<file path="src/rtl/ga_pkg.sv">
`default_nettype none
// ============================================================================
// Module      : ga_pkg
// Description : Shared widths, types, FSM encoding and the most-negative
//               fitness constant for the GA fitness evaluation slice.
// Revision    : 1.0 - initial release
// ============================================================================
package ga_pkg;
  localparam int DEFAULT_CHROM_W = 8;
  localparam int DEFAULT_FIT_W   = 27;

  typedef logic        [DEFAULT_CHROM_W-1:0] chrom_t;
  typedef logic signed [DEFAULT_FIT_W-1:0]   fit_t;

  typedef enum logic [1:0] {
    IDLE  = 2'd0,
    ISSUE = 2'd1,
    DRAIN = 2'd2,
    DONE  = 2'd3
  } state_t;

  localparam fit_t FIT_MIN = {1'b1, {(DEFAULT_FIT_W-1){1'b0}}};
endpackage
`default_nettype wire

</file>
<file path="src/rtl/fitness_eval_ctrl_tag_pipe.sv">
`default_nettype none
// ============================================================================
// Module      : fitness_tag_pipe
// Description : Valid + pair-index shift register matching the fitness
//               function latency, so returning results find their pair.
// Revision    : 1.0 - initial release
// ============================================================================
module fitness_tag_pipe #(
  parameter int DEPTH = 1,
  parameter int IDX_W = 3
) (
  input  logic             clk,
  input  logic             reset,
  input  logic             push_valid_i,
  input  logic [IDX_W-1:0] push_idx_i,
  output logic             out_valid_o,
  output logic [IDX_W-1:0] out_idx_o
);
  logic             valid_q [DEPTH];
  logic [IDX_W-1:0] idx_q   [DEPTH];

  always_ff @(posedge clk or posedge reset) begin
    if (reset) begin
      for (int s = 0; s < DEPTH; s++) begin
        valid_q[s] <= 1'b0;
        idx_q[s]   <= '0;
      end
    end else begin
      valid_q[0] <= push_valid_i;
      idx_q[0]   <= push_idx_i;
      for (int s = 1; s < DEPTH; s++) begin
        valid_q[s] <= valid_q[s-1];
        idx_q[s]   <= idx_q[s-1];
      end
    end
  end

  assign out_valid_o = valid_q[DEPTH-1];
  assign out_idx_o   = idx_q[DEPTH-1];
endmodule
`default_nettype wire

</file>
<file path="src/rtl/fitness_eval_ctrl.sv">
`default_nettype none
// ============================================================================
// Module      : fitness_eval_ctrl
// Description : Streams a snapshotted population pairwise through the
//               two-lane fitness pipeline and collects the fitness file.
//               Optional running-argmax: define FITNESS_EVAL_BEST_TRACK_EN.
// Revision    : 1.0 - initial release
// ============================================================================
module fitness_eval_ctrl
  import ga_pkg::*;
#(
  parameter int POP_SIZE   = 16,
  parameter int CHROM_W    = DEFAULT_CHROM_W,
  parameter int FIT_W      = DEFAULT_FIT_W,
  parameter int FF_LATENCY = 1
) (
  input  logic                      clk,
  input  logic                      reset,
  input  logic                      start,
  input  logic [POP_SIZE*CHROM_W-1:0] pop_in,
  output logic [CHROM_W-1:0]        ff_chrom1,
  output logic [CHROM_W-1:0]        ff_chrom2,
  input  logic signed [FIT_W-1:0]   ff_fitness1,
  input  logic signed [FIT_W-1:0]   ff_fitness2,
  output logic [POP_SIZE*FIT_W-1:0] fit_out,
  output logic                      busy,
  output logic                      done,
  output logic [7:0]                best_index,
  output logic signed [FIT_W-1:0]   best_fitness
);
  localparam int PAIRS = POP_SIZE / 2;
  localparam int IDX_W = (PAIRS > 1) ? $clog2(PAIRS) : 1;
  localparam logic [IDX_W-1:0] LAST_PAIR = IDX_W'(PAIRS - 1);
  localparam logic signed [FIT_W-1:0] FIT_LOW = {1'b1, {(FIT_W-1){1'b0}}};

  state_t state_q, state_d;
  logic [CHROM_W-1:0]      snap_q [POP_SIZE];
  logic signed [FIT_W-1:0] fit_q  [POP_SIZE];
  logic [IDX_W-1:0]        issue_cnt_q;
  logic [IDX_W-1:0]        next_pair;
  logic [CHROM_W-1:0]      chrom1_q, chrom2_q;
  logic                    tag_valid;
  logic [IDX_W-1:0]        tag_idx;
  logic                    start_run;

  assign start_run = (state_q == IDLE) && start;
  assign next_pair = issue_cnt_q + IDX_W'(1);

  always_ff @(posedge clk or posedge reset) begin
    if (reset) state_q <= IDLE;
    else       state_q <= state_d;
  end

  always_comb begin
    state_d = state_q;
    busy    = 1'b0;
    done    = 1'b0;
    case (state_q)
      IDLE:  if (start) state_d = ISSUE;
      ISSUE: begin
        busy = 1'b1;
        if (issue_cnt_q == LAST_PAIR) state_d = DRAIN;
      end
      DRAIN: begin
        busy = 1'b1;
        if (tag_valid && (tag_idx == LAST_PAIR)) state_d = DONE;
      end
      DONE: begin
        done    = 1'b1;
        state_d = IDLE;
      end
      default: state_d = IDLE;
    endcase
  end

  // Pair 0 is loaded straight from pop_in on the start edge so it is
  // presented in the very first ISSUE cycle; later pairs come from the snapshot.
  always_ff @(posedge clk or posedge reset) begin
    if (reset) begin
      for (int i = 0; i < POP_SIZE; i++) snap_q[i] <= '0;
      issue_cnt_q <= '0;
      chrom1_q    <= '0;
      chrom2_q    <= '0;
    end else if (start_run) begin
      for (int i = 0; i < POP_SIZE; i++) snap_q[i] <= pop_in[i*CHROM_W +: CHROM_W];
      issue_cnt_q <= '0;
      chrom1_q    <= pop_in[0 +: CHROM_W];
      chrom2_q    <= pop_in[CHROM_W +: CHROM_W];
    end else if ((state_q == ISSUE) && (issue_cnt_q != LAST_PAIR)) begin
      issue_cnt_q <= next_pair;
      chrom1_q    <= snap_q[{next_pair, 1'b0}];
      chrom2_q    <= snap_q[{next_pair, 1'b1}];
    end
  end

  assign ff_chrom1 = chrom1_q;
  assign ff_chrom2 = chrom2_q;

  fitness_tag_pipe #(
    .DEPTH (FF_LATENCY),
    .IDX_W (IDX_W)
  ) u_tag_pipe (
    .clk          (clk),
    .reset        (reset),
    .push_valid_i (state_q == ISSUE),
    .push_idx_i   (issue_cnt_q),
    .out_valid_o  (tag_valid),
    .out_idx_o    (tag_idx)
  );

  always_ff @(posedge clk or posedge reset) begin
    if (reset) begin
      for (int i = 0; i < POP_SIZE; i++) fit_q[i] <= '0;
    end else if (tag_valid) begin
      fit_q[{tag_idx, 1'b0}] <= ff_fitness1;
      fit_q[{tag_idx, 1'b1}] <= ff_fitness2;
    end
  end

  for (genvar i = 0; i < POP_SIZE; i++) begin : g_fit
    assign fit_out[i*FIT_W +: FIT_W] = fit_q[i];
  end

`ifdef FITNESS_EVAL_BEST_TRACK_EN
  logic                    odd_wins;
  logic signed [FIT_W-1:0] win_fit;
  logic [7:0]              win_idx;
  logic [7:0]              best_idx_q;
  logic signed [FIT_W-1:0] best_fit_q;

  // Strict compares keep the lowest index on ties, within and across pairs.
  assign odd_wins = ff_fitness2 > ff_fitness1;
  assign win_fit  = odd_wins ? ff_fitness2 : ff_fitness1;
  assign win_idx  = 8'({tag_idx, odd_wins});

  always_ff @(posedge clk or posedge reset) begin
    if (reset) begin
      best_idx_q <= '0;
      best_fit_q <= FIT_LOW;
    end else if (start_run) begin
      best_idx_q <= '0;
      best_fit_q <= FIT_LOW;
    end else if (tag_valid && (win_fit > best_fit_q)) begin
      best_idx_q <= win_idx;
      best_fit_q <= win_fit;
    end
  end

  assign best_index   = best_idx_q;
  assign best_fitness = best_fit_q;
`else
  assign best_index   = '0;
  assign best_fitness = '0;
`endif
endmodule
`default_nettype wire
</file>
<file path="config.mk">
export PLATFORM = sky130hd
export DESIGN_NAME = fitness_eval_ctrl
export DESIGN_NICKNAME = d
export VERILOG_FILES = /design/src/rtl/ga_pkg.sv /design/src/rtl/fitness_eval_ctrl_tag_pipe.sv /design/src/rtl/fitness_eval_ctrl.sv
export SDC_FILE = /design/constraint.sdc
export NUM_CORES = 1
export LEC_CHECK = 0
export ABC_AREA = 1
export BUFFER_PORTS_ARGS = -buffer_cell sky130_fd_sc_hd__buf_2
export CAP_MARGIN = 15
export CORE_AREA = 2 2 260 262
export DETAILED_ROUTE_END_ITERATION = 16
export DIE_AREA = 0 0 262 264
export PLACE_DENSITY = 0.57
export SKIP_LAST_GASP = 1
export SYNTH_ARGS = -nofsm -noshare
export SYNTH_HDL_FRONTEND = slang
export SYNTH_SLANG_ARGS = --single-unit
</file>
<file path="constraint.sdc">
create_clock -name clk -period 23.8 [get_ports clk]
set_input_delay 3.57 -clock clk [delete_from_list [all_inputs] [get_ports clk]]
set_output_delay 3.57 -clock clk [all_outputs]
set_load 0.05 [all_outputs]
</file>
==> results of run 1 <==
## worst max-delay path, cell delays in order
cell and delay, ps:
sky130_fd_sc_hd__buf_2 130, sky130_fd_sc_hd__inv_8 570, sky130_fd_sc_hd__buf_4 800, sky130_fd_sc_hd__buf_4 840, sky130_fd_sc_hd__buf_4 730
## final cells by class
cell class	instances	area [sq um]
clock buffers	98	1940
clock inverters	17	260
well taps	873	1090
multi-input cells	1513	6740
flip-flops and latches	585	14600
repair buffers	658	3390
fillers	6712	37600
inverters	228	868
diodes	4	10.0
## layer usage
layer / GRT usage [%] / wire [microns] / part of all wire, % / up-vias
met4: 9.50 / 3180 / 4.2 / 0
met5: 0 / 0 / 0 / -
li1: - / - / - / 8941
met2: 33.1 / 34300 / 45 / 671
met1: 28.5 / 32400 / 43 / 8749
met3: 5.55 / 6230 / 8.2 / 137
## logic make-up (layout without fill, tap and decap cells)
group,after synthesis,after routing
and+or+nand+nor,903,903
DFF,585,585
AOI/OAI and AO/OA,568,568
buffers and inverters,404,1001
adders and majority gates,7,7
other,1,39
## layout by cell type, fill, tap and decap left out
cell	netlist	layout
sky130_fd_sc_hd__a21oi_1	1	1
sky130_fd_sc_hd__clkbuf_1	86	16
sky130_fd_sc_hd__clkbuf_16	0	67
sky130_fd_sc_hd__inv_8	0	1
sky130_fd_sc_hd__nand3_4	1	2
sky130_fd_sc_hd__clkinv_2	0	4
sky130_fd_sc_hd__nor2_4	3	3
sky130_fd_sc_hd__ha_1	7	7
sky130_fd_sc_hd__o21ai_1	75	75
sky130_fd_sc_hd__nand2_4	2	6
sky130_fd_sc_hd__clkbuf_8	0	15
sky130_fd_sc_hd__dfrtp_1	585	584
sky130_fd_sc_hd__o21ai_2	14	14
sky130_fd_sc_hd__inv_6	0	4
sky130_fd_sc_hd__o21ai_0	478	478
sky130_fd_sc_hd__bufinv_16	0	5
sky130_fd_sc_hd__inv_1	223	222
sky130_fd_sc_hd__nand3_1	81	81
sky130_fd_sc_hd__inv_2	5	4
sky130_fd_sc_hd__or2_2	16	16
sky130_fd_sc_hd__clkinvlp_4	0	2
sky130_fd_sc_hd__buf_2	29	634
sky130_fd_sc_hd__conb_1	1	35
sky130_fd_sc_hd__nand2_1	792	792
sky130_fd_sc_hd__diode_2	0	4
sky130_fd_sc_hd__buf_16	0	2
sky130_fd_sc_hd__nor2_1	3	3
sky130_fd_sc_hd__dfrtp_2	0	1
sky130_fd_sc_hd__inv_16	0	2
sky130_fd_sc_hd__buf_4	35	22
sky130_fd_sc_hd__clkinv_4	0	1
## flip-flops by register name, summed over array words and instances (netlist names)
register,cells
ff_chrom1,8
fit_out,432
snap_q,128
u_tag_pipe.out_idx_o,3
ff_chrom2,8
u_tag_pipe.out_valid_o,1
issue_cnt_q,3
state_q,2
## how the worst max path moves through the flow
| stage | to | start | slack (ps) |
|---|---|---|---|
| CTS | issue_cnt_q[0]$_DFFE_PP0P_ | reset | 17400 |
| detailed placement | issue_cnt_q[0]$_DFFE_PP0P_ | reset | 16740 |
| global route | issue_cnt_q[0]$_DFFE_PP0P_ | reset | 16970 |
| floorplan | ff_chrom1[0]$_DFFE_PP0P_ | reset | 3860 |
| global placement | issue_cnt_q[0]$_DFFE_PP0P_ | reset | 16720 |
| finish | issue_cnt_q[0]$_DFFE_PP0P_ | reset | 17570 |
## through the flow
step / hold slack, ps / area, sq um
2_1_floorplan: 378 / 23200
3_3_place_gp: 405 / 26700
3_5_place_dp: 416 / 26700
4_1_cts: 428 / 28900
5_1_grt: 450 / 28900
6_report: 426 / 28900
==> summary by stage, run 1 <==
Run status
The flow ran to the end, and the final reports show no timing, DRC or antenna violations.

Route
The average via count per standard cell is 4.65. The post-detailed-route wirelength per cell is 19.2 microns. The final layout contains routed wiring with a total length of 76,200 microns. The total via count after detailed routing is 18,500. The first detailed-routing pass ran for 5 iterations. After detailed routing, the number of remaining DRC violations is 0.

The detailed router finished its first iteration with 1,617 violations. In this run the remaining antenna-violating nets after routing total 0.

Setup path
The classification of the worst setup path is in -> async. Of all nets on the critical path, the largest fanout is 123. STA puts the critical path data arrival time at 6820 ps. The setup slack of the worst register-to-register path is 21,150 ps. The depth of the worst register-to-register path is 12. The worst setup path is launched from an input pin. At the worst endpoint, the required time is 24,390 ps. The end of the worst register-to-register path is ff_chrom2[4]$_DFFE_PP0P_. STA classifies the critical path endpoint as an async pin. The source of the worst register-to-register timing path is state_q[1]$_DFFE_PP0P_.

Clocking
TritonCTS created 66 clock buffers. CTS built an H-tree with a depth of 3. TritonCTS built the clock tree. The post-CTS repair timing setup buffer count is 0. The root buffer selected by CTS is sky130_fd_sc_hd__clkbuf_16. Gates resized during post-CTS repair numbered 0.

The worst-skew pair later-pin latency is 600 ps. The longest clock path from root to sink contains 3 buffers. The sink count of the clock tree is 585. The number of hold buffers added after CTS was 0. Clock-pin slew was measured on the worst setup and hold paths at 50 ps.

Die
The die is 264 microns tall. The die area is 69,200 sq um. The die extent in x is 262 microns.

In this run the count of I/O pins placed on the die edge is 670. The initial core utilization is 34.7%. The region available for standard cell placement spans 66,600 sq um.

The number of rows in the core area is 95.

Synth
The largest family of logic cells by synthesized area is simple AND/OR/NAND/NOR gates. By count the netlist is led by sky130_fd_sc_hd__nand2_1 (792), sky130_fd_sc_hd__dfrtp_1 (585), sky130_fd_sc_hd__o21ai_0 (478), sky130_fd_sc_hd__inv_1 (223), sky130_fd_sc_hd__clkbuf_1 (86). By area the synthesized netlist is led by sky130_fd_sc_hd__dfrtp_1 (63%), sky130_fd_sc_hd__nand2_1 (13%), sky130_fd_sc_hd__o21ai_0 (10%), sky130_fd_sc_hd__inv_1 (3.6%), sky130_fd_sc_hd__nand3_1 (1.8%). After synthesis, the largest area contributor takes up 63.5% of total cell area.

The synthesized netlist devotes 12.6% of its cell area to compound gates. The xor/xnor cell area share of the yosys netlist is 0%. After Yosys synthesis, and, or, nand and nor cells account for 15.6% of the synthesized area. The most frequently used cell type in the post-synthesis netlist is sky130_fd_sc_hd__nand2_1. The Yosys step of the flow raised 0 warnings.

The primary flip-flop cell chosen by synthesis mapping is sky130_fd_sc_hd__dfrtp_1. The post-synthesis share of cell area spent on full adders, half adders and majority gates is 0.380%. The sequential fraction of the synthesis area is 63.5%. In this run, synthesis inferred 0 flip-flops with an integrated enable. The synthesized area per cell is 9.35 sq um. Summing every instance area after synthesis gives 23,100 sq um. Counting flops and latches in the post-synthesis netlist gives 585. Summed over all instances, the cell type with the most area after synthesis is sky130_fd_sc_hd__dfrtp_1. The number of different library cells used by synthesis comes to 23. In the synthesized netlist, mux cells make up 0% of the area. Synthesis produced 2,468 cells. Counting flops with an async set or reset pin after synthesis yields a share of 100%.

GRT
The total overflow reported by the global router is 0. The number of antenna violations at the first check in global routing came to 6. The wire length of the first global-routing pass is 112,000 microns. Across every metal layer, demand over resource in global routing totals 21.5%. The via count of the first global-routing pass came to 17,200. Entering global routing, the biggest net connects 139 pins.

Cells and area
The area added between synthesis and finish is 25.5%. The post-route core utilization is 43.5%. The final cell count without fillers is 3,976.

The number of nets in the layout is 3,244. Of the cells placed in the final design, the portion with a size suffix greater than 1 is 26.0%.

STA
Setup repair after global routing left no endpoint under its margin. The hold violation count in the final report is 0. The actual transition at the worst max-transition pin is 1050 ps. The setup slack of the critical path after layout is 17,570 ps. The final-report max-slew violation count is 0. Subtracting the final worst setup slack from the clock period gives 6230 ps. Setup violations remaining at the end of the flow were counted as 0. Timing would allow up to 0.161 GHz. Summed over all failing endpoints, the final setup total negative slack is 0 ps.

In this run the tightest slew margin relative to its limit is 30.0%. Dividing the final minimum period by the clock period gives 26.2%. Between clock sinks in the finished design, the worst skew comes to 20.1 ps.

Worst hold path
The worst hold path was traced through 0 stages. The startpoint identified for the worst hold timing path is issue_cnt_q[1]$_DFFE_PP0P_. The end point of the worst hold path is u_tag_pipe.out_idx_o[1]$_DFF_PP0_.

The type of the tightest min-delay check is reg -> reg.

Place
The weighted congestion at the end of routability-driven global placement is 0.849. Input and output buffers added on the ports amount to 634. The worst setup slack after placement is 16,740 ps. The cell total after placement is 3,855. Once detailed placement completed, the half-perimeter wirelength came to 53,400 microns.

Flow run
The count of max-cap constraint violations is 0.
Power of run 1 is not shown: default switching activity piles up to over one toggle a cycle in this logic, so the estimate is an artifact.
==> run 2: changes to the inputs <==
Settings changed: ABC_AREA 1 to 0, CORE_AREA 2 2 260 262 to 2 2 263 265, DIE_AREA 0 0 262 264 to 0 0 265 267, PLACE_DENSITY 0.57 to 0.59.
Clock period 23.8 ns to 5.7 ns, I/O delays scaled along.
==> run 2 against run 1 <==
Area after synthesis rose by 1.8%; wire length fell by 4.5%; global-route usage fell by 1.6 points; first-iteration DRC count fell by 38%; cell count fell by 17%; critical path type is now reg -> reg.
==> summary by stage, run 2 <==
Setup path
The setup slack of the worst register-to-register path is 2680 ps (-18,470 ps). STA classifies the critical path startpoint as a flop. The source of the worst register-to-register timing path is issue_cnt_q[0]$_DFFE_PP0P_. The required time at the endpoint of the critical path is 6210 ps (-18,180 ps). The data arrival time of the worst path is 3530 ps (-3290 ps). The setup path with the least slack is of type reg -> reg. The maximum fanout along the worst path is 43 (-65%). The end of the worst register-to-register path is ff_chrom2[5]$_DFFE_PP0P_. The endpoint kind of the worst setup timing path is a flop.

The launch point of the worst path is issue_cnt_q[0]$_DFFE_PP0P_. The depth of the worst register-to-register path is 6 (-6).

Cells and area
The number of nets in the layout is 2,541 (-22%). The number of fill cells came to 6,330 (-5.7%). The final antenna diode count is 0 (-4). The top cell types in the final layout, fill and taps aside, are sky130_fd_sc_hd__buf_2 (634), sky130_fd_sc_hd__dfrtp_1 (584), sky130_fd_sc_hd__mux2_2 (461). The area growth from synthesis to layout is 24.9%. The flip-flop count of the largest register after layout was 432 (unchanged).

The fraction of layout instances using a drive strength above 1 is 52.4% (+26 points). Leaving out fill and tap cells, the most frequent cell in the layout is sky130_fd_sc_hd__buf_2. The post-route core utilization is 43.2% (-0.33 points).

Die
The initial core utilization was 34.6% (-0.099 points). The number of rows in the core area is 96 (+1.1%). The die area came to 70,800 sq um (+2.3%). The number of top-level pins is 670 (unchanged). The vertical die dimension came to 267 microns (+1.1%). The placeable core region is 68,000 sq um (+2.1%). The die extent in x is 265 microns (+1.1%).

Worst hold path
In this run the worst hold path is classified as in -> async.

Route
The count of unresolved DRC violations after routing was 0 (unchanged). The total via count after detailed routing is 15,900 (-14%). The total routed wirelength is 72,700 microns (-4.5%). The first-iteration detailed-routing DRC count is 1,010 (-38%). The post-detailed-route wirelength per cell is 22.2 microns (+16%). The first-pass iteration count of the detailed router is 5 (unchanged).

The count of antenna-violating nets left after detailed routing was 0 (unchanged). The average via count per standard cell was 4.85 (+4.2%).

Synth
The xor/xnor cell area share of the yosys netlist is 0.0373% (+0.037 points). The number of synthesized flops with an enable pin is 0 (unchanged). The post-synthesis register bit count is 585 (unchanged). The warning count from the yosys run was 0 (unchanged).

The complex-gate fraction of the synthesized area was 0.842% (-12 points). By instance count, the leading cell after synthesis is sky130_fd_sc_hd__dfrtp_1. Counting instances in the post-synthesis netlist gives the leading cell types as sky130_fd_sc_hd__dfrtp_1 (585), sky130_fd_sc_hd__mux2_2 (461), sky130_fd_sc_hd__nand2_1 (414), sky130_fd_sc_hd__buf_2 (38), sky130_fd_sc_hd__buf_4 (38).

The gate count after technology mapping is 1,719 (-30%). After synthesis, the cell types taking the most area are sky130_fd_sc_hd__dfrtp_1 (62%), sky130_fd_sc_hd__mux2_2 (22%), sky130_fd_sc_hd__nand2_1 (6.6%), sky130_fd_sc_hd__mux4_2 (1.5%), sky130_fd_sc_hd__buf_4 (1.2%). The cell area after technology mapping is 23,500 sq um (+1.8%). The portion of netlist area occupied by mux cells is 24.5% (+25 points).

The basic-gate share of the synthesized area counting and, or, nand and nor cells is 8.10% (-7.5 points). The sequential fraction of the synthesis area is 62.3% (-1.1 points). After synthesis, the largest family of logic cells by area is multiplexers. The proportion of synthesized flip-flops having asynchronous set or reset was 100% (unchanged). The share of the synthesized area in the top cell type is 62.3% (-1.1 points). The most used flip-flop cell after synthesis is sky130_fd_sc_hd__dfrtp_1.

The post-synthesis share of cell area spent on full adders, half adders and majority gates came to 0.373% (-0.0069 points). The biggest area contributor in the post-synthesis netlist is sky130_fd_sc_hd__dfrtp_1. The synthesized area per cell came to 13.7 sq um (+46%).

The number of unique standard cell types used by synthesis is 35 (+52%).

GRT
The total overflow reported by the global router is 0 (unchanged). The total global routing track utilization is 19.9% (-1.6 points). The number of antenna violations at the first check in global routing is 6 (unchanged). The wire length of the first global-routing pass is 106,000 microns (-5.1%). The via count of the first global-routing pass came to 16,300 (-5.4%). The maximum number of pins on one net before global-route repair is 133 (-4.3%).

Run status
The flow ran to the end, and the final reports show no timing, DRC or antenna violations.

STA
The hold violation count in the final report is 0 (unchanged). The shortest clock period the worst path allows after layout is 3020 ps. The final number of setup-violating endpoints was 0 (unchanged). The final critical-path share of the clock period is 52.9%. The highest clock rate is 0.331 GHz. The final-report max-slew violation count is 0 (unchanged). The worst setup skew after layout is 11.4 ps (-8.65 ps). The actual transition at the worst max-transition pin was 1130 ps (+81.5 ps). The worst relative slew slack is 24.6% (-5.4 points). Setup repair after global routing left no endpoint under its margin.

Clocking
The post-cts resize count came to 0 (unchanged). The clock transition at the registers of the reported paths is 60 ps (about the same). The number of CTS-inserted buffers is 61 (-7.6%). The sink count of the clock tree came to 585 (unchanged). The root buffer selected by CTS is sky130_fd_sc_hd__clkbuf_16. The worst-skew pair later-pin latency is 610 ps (about the same). The TritonCTS clock tree is yes. The H-tree depth reported by CTS is 2 (-1). The buffer depth of the longest clock path is 3 (unchanged).

The post-CTS repair timing setup buffer count came to 0 (unchanged). The total of hold buffers inserted after clock tree synthesis was 0 (unchanged).

Place
The number of input and output port buffers inserted was 634 (unchanged). The HPWL after detailed placement is 51,200 microns (-4.1%). The weighted congestion at the end of routability-driven global placement was 0.866 (+2.0%).

Flow run
The count of max-cap constraint violations is 0 (unchanged).
==> run 2: cell count changes after synthesis, moves of 54 or more <==
| cell | delta |
|---|---|
| sky130_fd_sc_hd__o21ai_1 | -75 |
| sky130_fd_sc_hd__nand3_1 | -65 |
| sky130_fd_sc_hd__o21ai_0 | -478 |
| sky130_fd_sc_hd__mux2_2 | +461 |
| sky130_fd_sc_hd__inv_1 | -219 |
| sky130_fd_sc_hd__nand2_1 | -378 |
| sky130_fd_sc_hd__clkbuf_1 | -54 |
==> run 2: layout make-up <==
cell class	count	area [sq um]	area share [%]
tap	882	1100	3.76
clock buffer	82	1730	5.88
sequential	585	14600	49.9
multi-input combinational	1032	8110	27.6
timing repair buffer	665	3440	11.7
clock inverter	31	307	1.04
inverter	4	18.8	0.0640
==> run 2: per-stage QoR <==
stage	cells	setup slack [ps]	area, sq um	setup TNS (ps)	hold WS [ps]
2_1_floorplan	1753	-3130	23600	-1830120	375
5_1_grt	3281	2490	29300	0	385
3_3_place_gp	3168	2770	27300	0	406
3_5_place_dp	3168	2700	27300	0	410
4_1_cts	3281	2660	29300	0	377
6_report	3281	2680	29300	0	393
==> run 2: kinds of logic after synthesis <==
logic type	after synthesis
buffers and inverters	136
AND/OR/NAND/NOR	468
adder cells (fa/ha/maj)	7
multiplexers	497
XOR/XNOR	1
AO/OA/AOI/OAI	24
flip-flops	585
other	1
==> run 2: worst max-delay path, stage by stage (launching register included) <==
cell	delay, ps
sky130_fd_sc_hd__dfrtp_2	1030
sky130_fd_sc_hd__ha_2	320
sky130_fd_sc_hd__ha_1	270
sky130_fd_sc_hd__a21oi_1	590
sky130_fd_sc_hd__buf_4	320
sky130_fd_sc_hd__nand3_1	100
sky130_fd_sc_hd__a41oi_1	280
==> run 2: metal layers <==
layer  share of wire [%]  vias to the layer above  GRT usage (%)
li1                    -                     7061              -
met1                  40                     8135           24.1
met2                  50                      570           34.6
met3                 6.8                      137           5.07
met4                 3.2                        8           6.40
met5               0.076                        -              0
==> run 2: worst max path at each step <==
stage	end	cells after the start	slack (ps)
global route	ff_chrom1[4]$_DFFE_PP0P_	4	2490
floorplan	ff_chrom1[0]$_DFFE_PP0P_	1	-3130
global placement	ff_chrom2[2]$_DFFE_PP0P_	6	2770
finish	ff_chrom2[5]$_DFFE_PP0P_	6	2680
CTS	ff_chrom2[5]$_DFFE_PP0P_	6	2660
detailed placement	ff_chrom1[0]$_DFFE_PP0P_	6	2700
Power of run 2 is left out for the same reason.
